--- src/rtl/ysyx_25040109_pkg.sv ---
// Shared encodings for the IFU/LSU memory arbiter: FSM states, owner ids, store lengths
// and the latched memory request record.
package ysyx_25040109_pkg;

    localparam logic [1:0] ST_IDLE = 2'd0;
    localparam logic [1:0] ST_REQ  = 2'd1;
    localparam logic [1:0] ST_WAIT = 2'd2;

    localparam logic OWN_IFU = 1'b0;
    localparam logic OWN_LSU = 1'b1;

    localparam logic [2:0] WLEN_B = 3'd1;
    localparam logic [2:0] WLEN_H = 3'd2;
    localparam logic [2:0] WLEN_W = 3'd4;

    typedef struct packed {
        logic [31:0] addr;
        logic        wen;
        logic [31:0] wdata;
        logic [2:0]  wlen;
    } mem_req_t;

    // Instruction fetches are always full-word reads.
    function automatic mem_req_t ifu_fetch(input logic [31:0] addr);
        mem_req_t r;
        r.addr  = addr;
        r.wen   = 1'b0;
        r.wdata = 32'd0;
        r.wlen  = WLEN_W;
        return r;
    endfunction

endpackage

--- src/rtl/ysyx_25040109_arb_pick.sv ---
// Two-way grant: fixed LSU priority, or round-robin when YSYX_25040109_ARB_RR_EN is defined.
// Purely combinational; the caller decides when the grant is taken.
module ysyx_25040109_arb_pick
    import ysyx_25040109_pkg::*;
(
    input  logic ifu_vld_i,
    input  logic lsu_vld_i,
`ifdef YSYX_25040109_ARB_RR_EN
    input  logic ptr_lsu_i,
`endif
    output logic gnt_vld_o,
    output logic gnt_own_o
);

    always_comb begin
        gnt_vld_o = ifu_vld_i | lsu_vld_i;
`ifdef YSYX_25040109_ARB_RR_EN
        // LSU wins when it is favoured by the pointer or when it has no competitor.
        if (lsu_vld_i && (ptr_lsu_i || !ifu_vld_i)) begin
            gnt_own_o = OWN_LSU;
        end else begin
            gnt_own_o = OWN_IFU;
        end
`else
        gnt_own_o = lsu_vld_i ? OWN_LSU : OWN_IFU;
`endif
    end

endmodule

--- src/rtl/ysyx_25040109_mem_arb.sv ---
// Arbitrates IFU and LSU onto one memory port, one transaction at a time (optional RR: YSYX_25040109_ARB_RR_EN).
// Latency: accept -> mem handshake -> mem resp -> resp_valid, minimum 3 cycles; next accept on the resp_valid cycle.
// Backpressure: requesters are only ready in IDLE; the latched request is held until mem_req_ready.
module ysyx_25040109_mem_arb
    import ysyx_25040109_pkg::*;
(
    input  logic        clk,
    input  logic        rst,

    input  logic        ifu_req_valid,
    output logic        ifu_req_ready,
    input  logic [31:0] ifu_addr,
    output logic        ifu_resp_valid,

    input  logic        lsu_req_valid,
    output logic        lsu_req_ready,
    input  logic [31:0] lsu_addr,
    input  logic        lsu_wen,
    input  logic [31:0] lsu_wdata,
    input  logic [2:0]  lsu_wlen,
    output logic        lsu_resp_valid,

    output logic [31:0] resp_rdata,

    output logic        mem_req_valid,
    input  logic        mem_req_ready,
    output logic [31:0] mem_addr,
    output logic        mem_wen,
    output logic [31:0] mem_wdata,
    output logic [2:0]  mem_wlen,
    input  logic        mem_resp_valid,
    input  logic [31:0] mem_rdata
);

    logic [1:0]  state_q, state_d;
    logic        owner_q, owner_d;
    mem_req_t    req_q, req_d;
    logic        ifu_resp_q, ifu_resp_d;
    logic        lsu_resp_q, lsu_resp_d;
    logic [31:0] rdata_q, rdata_d;

    logic        gnt_vld;
    logic        gnt_own;
    logic        grant;

`ifdef YSYX_25040109_ARB_RR_EN
    logic        ptr_lsu_q, ptr_lsu_d;
`endif

    ysyx_25040109_arb_pick u_pick (
        .ifu_vld_i (ifu_req_valid),
        .lsu_vld_i (lsu_req_valid),
`ifdef YSYX_25040109_ARB_RR_EN
        .ptr_lsu_i (ptr_lsu_q),
`endif
        .gnt_vld_o (gnt_vld),
        .gnt_own_o (gnt_own)
    );

    assign grant         = (state_q == ST_IDLE) && gnt_vld;
    assign ifu_req_ready = grant && (gnt_own == OWN_IFU);
    assign lsu_req_ready = grant && (gnt_own == OWN_LSU);

    assign mem_req_valid  = (state_q == ST_REQ);
    assign mem_addr       = req_q.addr;
    assign mem_wen        = req_q.wen;
    assign mem_wdata      = req_q.wdata;
    assign mem_wlen       = req_q.wlen;

    assign ifu_resp_valid = ifu_resp_q;
    assign lsu_resp_valid = lsu_resp_q;
    assign resp_rdata     = rdata_q;

    always_comb begin
        state_d    = state_q;
        owner_d    = owner_q;
        req_d      = req_q;
        ifu_resp_d = 1'b0;
        lsu_resp_d = 1'b0;
        rdata_d    = rdata_q;
`ifdef YSYX_25040109_ARB_RR_EN
        ptr_lsu_d  = ptr_lsu_q;
`endif
        case (state_q)
            ST_IDLE: begin
                if (gnt_vld) begin
                    owner_d = gnt_own;
                    if (gnt_own == OWN_LSU) begin
                        req_d.addr  = lsu_addr;
                        req_d.wen   = lsu_wen;
                        req_d.wdata = lsu_wdata;
                        req_d.wlen  = lsu_wlen;
                    end else begin
                        req_d = ifu_fetch(ifu_addr);
                    end
`ifdef YSYX_25040109_ARB_RR_EN
                    // Hand priority to whoever did not just win.
                    ptr_lsu_d = (gnt_own == OWN_IFU);
`endif
                    state_d = ST_REQ;
                end
            end
            ST_REQ: begin
                if (mem_req_ready) begin
                    state_d = ST_WAIT;
                end
            end
            ST_WAIT: begin
                if (mem_resp_valid) begin
                    rdata_d    = mem_rdata;
                    ifu_resp_d = (owner_q == OWN_IFU);
                    lsu_resp_d = (owner_q == OWN_LSU);
                    state_d    = ST_IDLE;
                end
            end
            default: begin
                state_d = ST_IDLE;
            end
        endcase
    end

    always_ff @(posedge clk) begin
        if (rst) begin
            state_q    <= ST_IDLE;
            owner_q    <= OWN_IFU;
            req_q      <= '0;
            ifu_resp_q <= 1'b0;
            lsu_resp_q <= 1'b0;
            rdata_q    <= 32'd0;
        end else begin
            state_q    <= state_d;
            owner_q    <= owner_d;
            req_q      <= req_d;
            ifu_resp_q <= ifu_resp_d;
            lsu_resp_q <= lsu_resp_d;
            rdata_q    <= rdata_d;
        end
    end

`ifdef YSYX_25040109_ARB_RR_EN
    always_ff @(posedge clk) begin
        if (rst) begin
            ptr_lsu_q <= 1'b1;
        end else begin
            ptr_lsu_q <= ptr_lsu_d;
        end
    end
`endif

endmodule

--- config.mk ---
export PLATFORM = sky130hd
export DESIGN_NAME = ysyx_25040109_mem_arb
export DESIGN_NICKNAME = d
export VERILOG_FILES = /design/src/rtl/ysyx_25040109_pkg.sv /design/src/rtl/ysyx_25040109_arb_pick.sv /design/src/rtl/ysyx_25040109_mem_arb.sv
export SDC_FILE = /design/constraint.sdc
export NUM_CORES = 1
export LEC_CHECK = 0
export CORE_ASPECT_RATIO = 0.9
export CORE_MARGIN = 2
export CORE_UTILIZATION = 35
export CTS_BUF_LIST = sky130_fd_sc_hd__clkbuf_4 sky130_fd_sc_hd__clkbuf_8
export DETAILED_ROUTE_END_ITERATION = 6
export PLACE_DENSITY = 0.79
export SLEW_MARGIN = 15
export SYNTH_ARGS = -nofsm -noshare
export SYNTH_HDL_FRONTEND = slang
export SYNTH_SLANG_ARGS = --single-unit
--- constraint.sdc ---
create_clock -name clk -period 1.5 [get_ports clk]
set_input_delay 0.45 -clock clk [delete_from_list [all_inputs] [get_ports clk]]
set_output_delay 0.45 -clock clk [all_outputs]
set_load 0.05 [all_outputs]
**Word level (Yosys, flattened, before mapping)**

Index checks and enable logic that the tools add are counted.

- Flip-flop bits (word level): 105
- Latch bits: 0
- RAM bits: 0
- Bits in read-only memories: 0
- Output and inout port bits: 105
- Word-level logic and storage cells: 33
- Memories kept: 0

- $add $sub $neg: 0
- Multipliers: 0
- Div/mod/pow operators: 0
- Magnitude comparators: 0
- Equality and inequality tests: 5
- Shift operators: 0
- Multiplexer cells: 6
- Bitwise gates (word level): 5
- Reduce and logical (&&, ||, !) cells: 8

Operator list:

| cell | number |
|---|---|
| $mux W68 | 1 |
| $mux W2 | 3 |
| $pmux W2 S3 | 1 |
| $ne A2 B2 Y1 const B | 2 |
| $not A1 Y1 | 4 |
| $reduce_and A2 Y1 | 2 |
| $logic_and A1 B1 Y1 | 3 |
| $reduce_and A3 Y1 | 1 |
| $reduce_or A3 Y1 | 1 |
| $eq A2 B1 Y1 const B | 1 |
| $eq A2 B2 Y1 const B | 1 |
| $logic_not A2 Y1 | 1 |
| $ne A2 B1 Y1 const B | 1 |
| $mux W1 | 1 |
| $or A1 B1 Y1 | 1 |

**Logic depth before layout (Yosys ltp)**

Gate-level depths: netlist of run 1.

- Depth after elaboration: 3
- Depth in mapped cells: 6
- Depth with buffers taken out: 5

**Cells and area by module**

From an unflattened synthesis of run 1, not the netlist that was laid out.

- Cell total of the unflattened synthesis: 431
- Area total of the unflattened synthesis: 3926.3 µm²

Modules (own cells, without submodules):

| module | instances | cells an instance | area each (µm²) | sequential area each (µm²) |
|---|---|---|---|---|
| ysyx_25040109_mem_arb | 1 | 429 | 3912.5 | 2102.0 |
| ysyx_25040109_arb_pick | 1 | 2 | 13.8 | 0.0 |

**Worst setup path after synthesis of run 1**

OpenSTA, ideal clock, no wires.

- Kind: input -> output
- Start: input ifu_req_valid
- End: output ifu_req_ready
- Arrival time: 1.365 ns
- Slack: -0.315 ns
- Stages: 3
- Cell sequence: buf_2 nor2b_1 and2_1

- Cells in the longest elaborated chain, start to end: 3

RTL lines:

| item | RTL line | RTL |
|---|---|---|
| start: declaration | ysyx_25040109_mem_arb.sv:10 | `input logic ifu_req_valid,` |
| $or A1 B1 Y1 | ysyx_25040109_arb_pick.sv:16 | `gnt_vld_o = ifu_vld_i \| lsu_vld_i;` |
| $logic_and A1 B1 Y1 | ysyx_25040109_mem_arb.sv:60 | `assign grant = (state_q == ST_IDLE) && gnt_vld;` |
| $logic_and A1 B1 Y1 | ysyx_25040109_mem_arb.sv:61 | `assign ifu_req_ready = grant && (gnt_own == OWN_IFU);` |
| end: declaration | ysyx_25040109_mem_arb.sv:11 | `output logic ifu_req_ready,` |

No other way between the ends.

**Worst setup path in the final report of run 1**

- Start: register state_q[0]
- End: output ifu_req_ready

- Cells in the longest elaborated chain, start to end: 3

RTL lines:

| item | RTL line | RTL |
|---|---|---|
| start: declaration | ysyx_25040109_mem_arb.sv:35 | `logic [1:0] state_q, state_d;` |
| start signal: assignment | ysyx_25040109_mem_arb.sv:131 | `state_q <= state_d;` |
| $logic_not A2 Y1 | ysyx_25040109_mem_arb.sv:60 |  |
| $logic_and A1 B1 Y1 | ysyx_25040109_mem_arb.sv:60 |  |
| $logic_and A1 B1 Y1 | ysyx_25040109_mem_arb.sv:61 |  |

No other way between the ends.

==> results of run 1 <==
## through the flow
| step | utilization (%) | instance area [µm²] |
|---|---|---|
| after floorplan | - | 4010 |
| after global placement | 69.7 | 7660 |
| after detailed placement | 69.7 | 7660 |
| after CTS | 72.1 | 7920 |
| after global routing | 72.1 | 7920 |
| final | 72.1 | 7920 |
## final cells by class
cell class              instances  area share (%)
repair buffers                266            46.7
inverters                       2           0.111
clock inverters                 5           0.474
flip-flops and latches        105            26.6
clock buffers                  11            1.91
multi-input cells             343            21.8
well taps                     152            2.40
## placed cells by master (no fill, tap or decap), types with 2 or more instances in the layout
master / count
a21oi_1: 68
a22o_1: 27
a22oi_1: 6
buf_12: 109
buf_2: 2
buf_4: 18
buf_6: 2
clkbuf_8: 11
clkdlybuf4s50_1: 134
clkinv_2: 2
clkinvlp_4: 2
dfxtp_1: 103
dfxtp_4: 2
nand2_1: 155
nor2_1: 3
nor2_4: 2
o21a_4: 2
o21ai_0: 58
o21ai_1: 5
o2bb2ai_1: 5
## worst max-delay path, stage by stage (launching register included)
cell     delay, ns
dfxtp_4       0.36
nor2_4        0.12
buf_6         0.11
and2_4        0.14
buf_12        0.13
## timing repair
| item | 4_1_cts | 5_1_grt |
|---|---|---|
| gates resized for setup | 10 | 5 |
| setup buffers | 4 | 0 |
| endpoints found under the setup margin | 5 | 31 |
| pin swaps | 1 | 1 |
| hold buffers | 0 | 0 |
| cloned | 1 | 0 |
## metal layers
layer	part of all wire [%]	vias up	global-route usage, %
met2	52	178	40.2
met1	38	2005	24.1
met5	0	-	0
met3	7.9	26	6.44
li1	-	2131	-
met4	2.7	0	8.74
## kinds of logic after synthesis
group / count (synthesis) / share of synthesized area, %
AOI/OAI and AO/OA: 172 / 25.4
and+or+nand+nor: 170 / 16.9
DFF: 105 / 52.6
buffers and inverters: 43 / 5.11
## state kept, by name, summed over array words and instances, names as in the netlist
| register | flops |
|---|---|
| ifu_resp_valid | 1 |
| lsu_resp_valid | 1 |
| mem_addr | 32 |
| mem_wdata | 32 |
| mem_wen | 1 |
| mem_wlen | 3 |
| owner_q | 1 |
| resp_rdata | 32 |
| state_q | 2 |
## worst paths after layout
path                            startpoint              to  cells after the start
worst max register to register  state_q[1]   mem_wdata[28]                      5
worst min-delay path                   rst         owner_q                      2
worst min register to register     owner_q  ifu_resp_valid                      1
worst max-delay path            state_q[0]   ifu_req_ready                      4
## report_power, final
part	leakage, nW	switching, mW	internal (mW)	total, mW
logic	2.10	1.07	1.14	2.21
clock network	0.0919	0.979	0.701	1.68
registers	0.859	0.173	2.95	3.12
total	3.05	2.22	4.79	7.01
==> results_dict.tcl, run 1 <==
set metrics [dict create \
    status "complete, but fails checks" \
    violations "negative setup slack" \
    cts_tree "built" \
    final_max_slew_viol_count 0 \
    core_um2 11000 \
    cp.required_ns 1.05 \
    yosys-top-cells-count "nand2_1, dfxtp_1, a21oi_1, o21ai_0, a22o_1" \
    worstMarginPinSlew_ns 0.391 \
    die_h_um 105 \
    grt_pass1_vias 4432 \
    drtIter0Drc 282 \
    wl_per_cell_um 15.4 \
    rsz0062_at_grt "true" \
    ir_drop_v 0.000610 \
    fp-row-count 36 \
    place_congestion 0.782 \
    cts_buffers 9 \
    syn-num-nets 628 \
    p_leak_nw 3.05 \
    design.die.area_um2 12300 \
    setup_ws_ns -0.164 \
    synthCells 490 \
    fin_crit_ns 1.66 \
    ys_types 26 \
    drt-total-wl_um 13700 \
    clock_sinks 105 \
    tns_ns -0.359 \
    critPathMaxFanout 3 \
    nNetsFinal 865 \
    end_kind "primary output" \
    nFillCells 816 \
    synthArstFlopShare_pct 0 \
    syn_area_per_cell_um2 8.15 \
    yosys-top-cells-area "dfxtp_1, nand2_1, a21oi_1, o21ai_0, a22o_1" \
    clk_pin_slew_ns 0.09 \
    drive_above_1_share_pct 21.9 \
    areaGrowthSynthToFinish_pct 98.4 \
    power_mw 7.01 \
    synth_warnings 0 \
    die_width_um 117 \
    regArea_um2 2110 \
    grt_overflow_total 0 \
    multi_input_area_um2 1730 \
    clockBufferDepth 2 \
    hold_slack_ns 0.367 \
    antenna_found_initial 0 \
    p_per_area_nw_per_um2 885 \
    drcViolationCount 0 \
    htreeDepth 3 \
    instances_no_fill 884 \
    yosys.area.top_type "dfxtp_1" \
    setup_violations 3 \
    skew_ns 0.0159 \
    ant_nets 0 \
    syn-cell-area_um2 3990 \
    synth_top_area_share_pct 52.6 \
    clkLatencyLatePin_ns 0.37 \
    start_util_pct 36.3 \
    cp_data_arrival_time_ns 1.21 \
    synth-edff-count 0 \
    detailedPlace.worstSlack_ns -0.435 \
    hp-class "input pin to flip-flop" \
    cts_root_buf "clkbuf_8" \
    ys_ff_latch 105 \
    max_freq_mhz 601 \
    final_hold_viol_count 0 \
    yosysMostFrequentCell "nand2_1" \
    diodes 0 \
    dp.cells 863 \
    viasPerCell 4.91 \
    cp-start-kind "flip-flop" \
    grt_max_degree 39 \
    yosysSeqAreaShare_pct 52.6 \
    cap_violations 0 \
    dp_hpwl_um 10500 \
    relSlewSlack_pct 74.0 \
    path_class "flip-flop to primary output" \
    grt_pass1_wl_um 21500 \
    io_pins 243 \
    dr.pass1.iters 5 \
    num_vias 4340 \
    synth_flop_cell "dfxtp_1" \
    r2r_slack_ns 0.02 \
    period_share_pct 111 \
    port_buffers 242 \
    grt_use_total_pct 22.2 \
]
Note: power is estimated with default switching activity, not from simulation.
==> inputs of run 2 (changes only) <==
Settings changed: PLACE_DENSITY 0.79 to 0.83.
==> results_dict.tcl, run 2 (synthesis results as in run 1) <==
set metrics [dict create \
    p_per_area_nw_per_um2 876 \
    final_area_um2 7910 \
    final_cell_mix "nand2_1, clkdlybuf4s50_1, buf_12" \
    cts_hold_buf 0 \
    wl_per_cell_um 15.9 \
    drt-total-wl_um 14000 \
    dpl-instance-area_um2 7660 \
    core_um2 11000 \
    drive_above_1_share_pct 21.4 \
    instances_no_fill 880 \
    dp_hpwl_um 10500 \
    grt_pass1_vias 4426 \
    drcViolationCount 0 \
    antenna_found_initial 0 \
    dr.pass1.iters 4 \
    grt_pass1_wl_um 21700 \
    m1WireLength_um 5300 \
    die_h_um 105 \
    status "complete, but fails checks" \
    setup_violations 3 \
    cts_buffers 9 \
    grt_max_degree 57 \
    cp.required_ns 1.05 \
    place_congestion 0.799 \
    hold_slack_ns 0.431 \
    p_leak_nw 3.03 \
    htreeDepth 3 \
    port_buffers 242 \
    io_pins 243 \
    design.die.area_um2 12300 \
    end_kind "primary output" \
    fin_crit_ns 1.68 \
    final_max_slew_viol_count 0 \
    path_buf_inv 2 \
    final_hold_viol_count 0 \
    max_stage_delay_ns 0.37 \
    worst-path-stages 4 \
    clockBufferDepth 2 \
    violations "negative setup slack" \
    skew_ns 0.0113 \
    critPathMaxFanout 3 \
    worstMarginPinSlew_ns 0.573 \
    mostFrequentLayoutCell "nand2_1" \
    clk_pin_slew_ns 0.10 \
    wl_met3_um 1020 \
    clkLatencyLatePin_ns 0.36 \
    hp-class "input pin to flip-flop" \
    setup_ws_ns -0.183 \
    grt_overflow_total 0 \
    viasPerCell 4.97 \
    cap_violations 0 \
    nNetsFinal 862 \
    wl_met2_um 7190 \
    max_freq_mhz 594 \
    ir_drop_v 0.000731 \
    reg2regPathDepth 4 \
    fp-row-count 36 \
    cts_tree "built" \
    dp.cells 861 \
    cp_data_arrival_time_ns 1.23 \
    rsz0062_at_grt "true" \
    clock_sinks 105 \
    worstPathCellList "nor2_4 -> buf_6 -> and2_4 -> buf_12" \
    start_util_pct 36.3 \
    relSlewSlack_pct 61.8 \
    grt_use_total_pct 22.3 \
    path_class "flip-flop to primary output" \
    ant_nets 0 \
    critPathTopFamily "flip-flops" \
    drtIter0Drc 207 \
    crit_slowest_cell "dfxtp_4" \
    num_vias 4371 \
    cp-start-kind "flip-flop" \
    areaGrowthSynthToFinish_pct 98.1 \
    highest_layer "met4" \
    diodes 0 \
    cts_root_buf "clkbuf_8" \
    die_width_um 117 \
    period_share_pct 112 \
    holdPathStages 2 \
]
-- run 2: cell types whose count changed in the layout (fill, tap and decap cells not counted), sizes merged --
cell / change
buf: -4
clkbuf: -1
clkinv: -1
inv: +1
nor2: +1
-- run 2: timing repair --
action / 4_1_cts / 5_1_grt
resized for setup: 12 / 9
setup buffers: 2 / 0
pin swaps: 13 / 0
setup endpoints to repair: 70 / 56
gates cloned: 1 / 1
-- run 2: worst reg2reg max path: stages (launching register included) --
cell and delay (ns):
dfxtp_4 0.37, buf_4 0.14, or2_4 0.28, o21a_4 0.31, a22o_1 0.25
-- run 2: final timing paths --
path	start	endpoint	slack, ns
worst max-delay path	state_q[0]	ifu_req_ready	-0.18
worst min-delay path	rst	owner_q	0.43
worst max register to register	state_q[0]	mem_addr[12]	0.05
worst min register to register	owner_q	ifu_resp_valid	0.44
-- run 2: power breakdown --
| group | switching, mW | internal [mW] |
|---|---|---|
| Sequential | 0.175 | 2.95 |
| Clock | 0.958 | 0.629 |
| Combinational | 1.08 | 1.14 |
| Total | 2.21 | 4.72 |
-- run 2: layer usage --
layer / up-vias / global-route usage (%)
met2: 185 / 40.7
met3: 34 / 6.56
li1: 2124 / -
met5: - / 0
met1: 2028 / 24.0
met4: 0 / 8.49
-- run 2: final cells by class --
type / instances / area, µm²
multi-input combinational: 344 / 1740
sequential: 105 / 2110
fill: 826 / 3080
inverter: 2 / 8.76
clock buffer: 10 / 131
timing repair buffer: 262 / 3690
clock inverter: 5 / 41.3
tap: 152 / 190
-- run 2: through the flow --
step / worst slack (ns) / total power [mW] / utilization [%] / setup TNS (ns)
2_1_floorplan: -0.0475 / 4.10 / - / -0.0475
3_3_place_gp: -0.522 / 5.33 / 69.7 / -35.69
3_5_place_dp: -0.565 / 5.37 / 69.7 / -38.76
4_1_cts: -0.218 / 6.98 / 71.7 / -0.495
5_1_grt: -0.237 / 7.21 / 72.0 / -0.585
6_report: -0.183 / 6.93 / 72.0 / -0.387
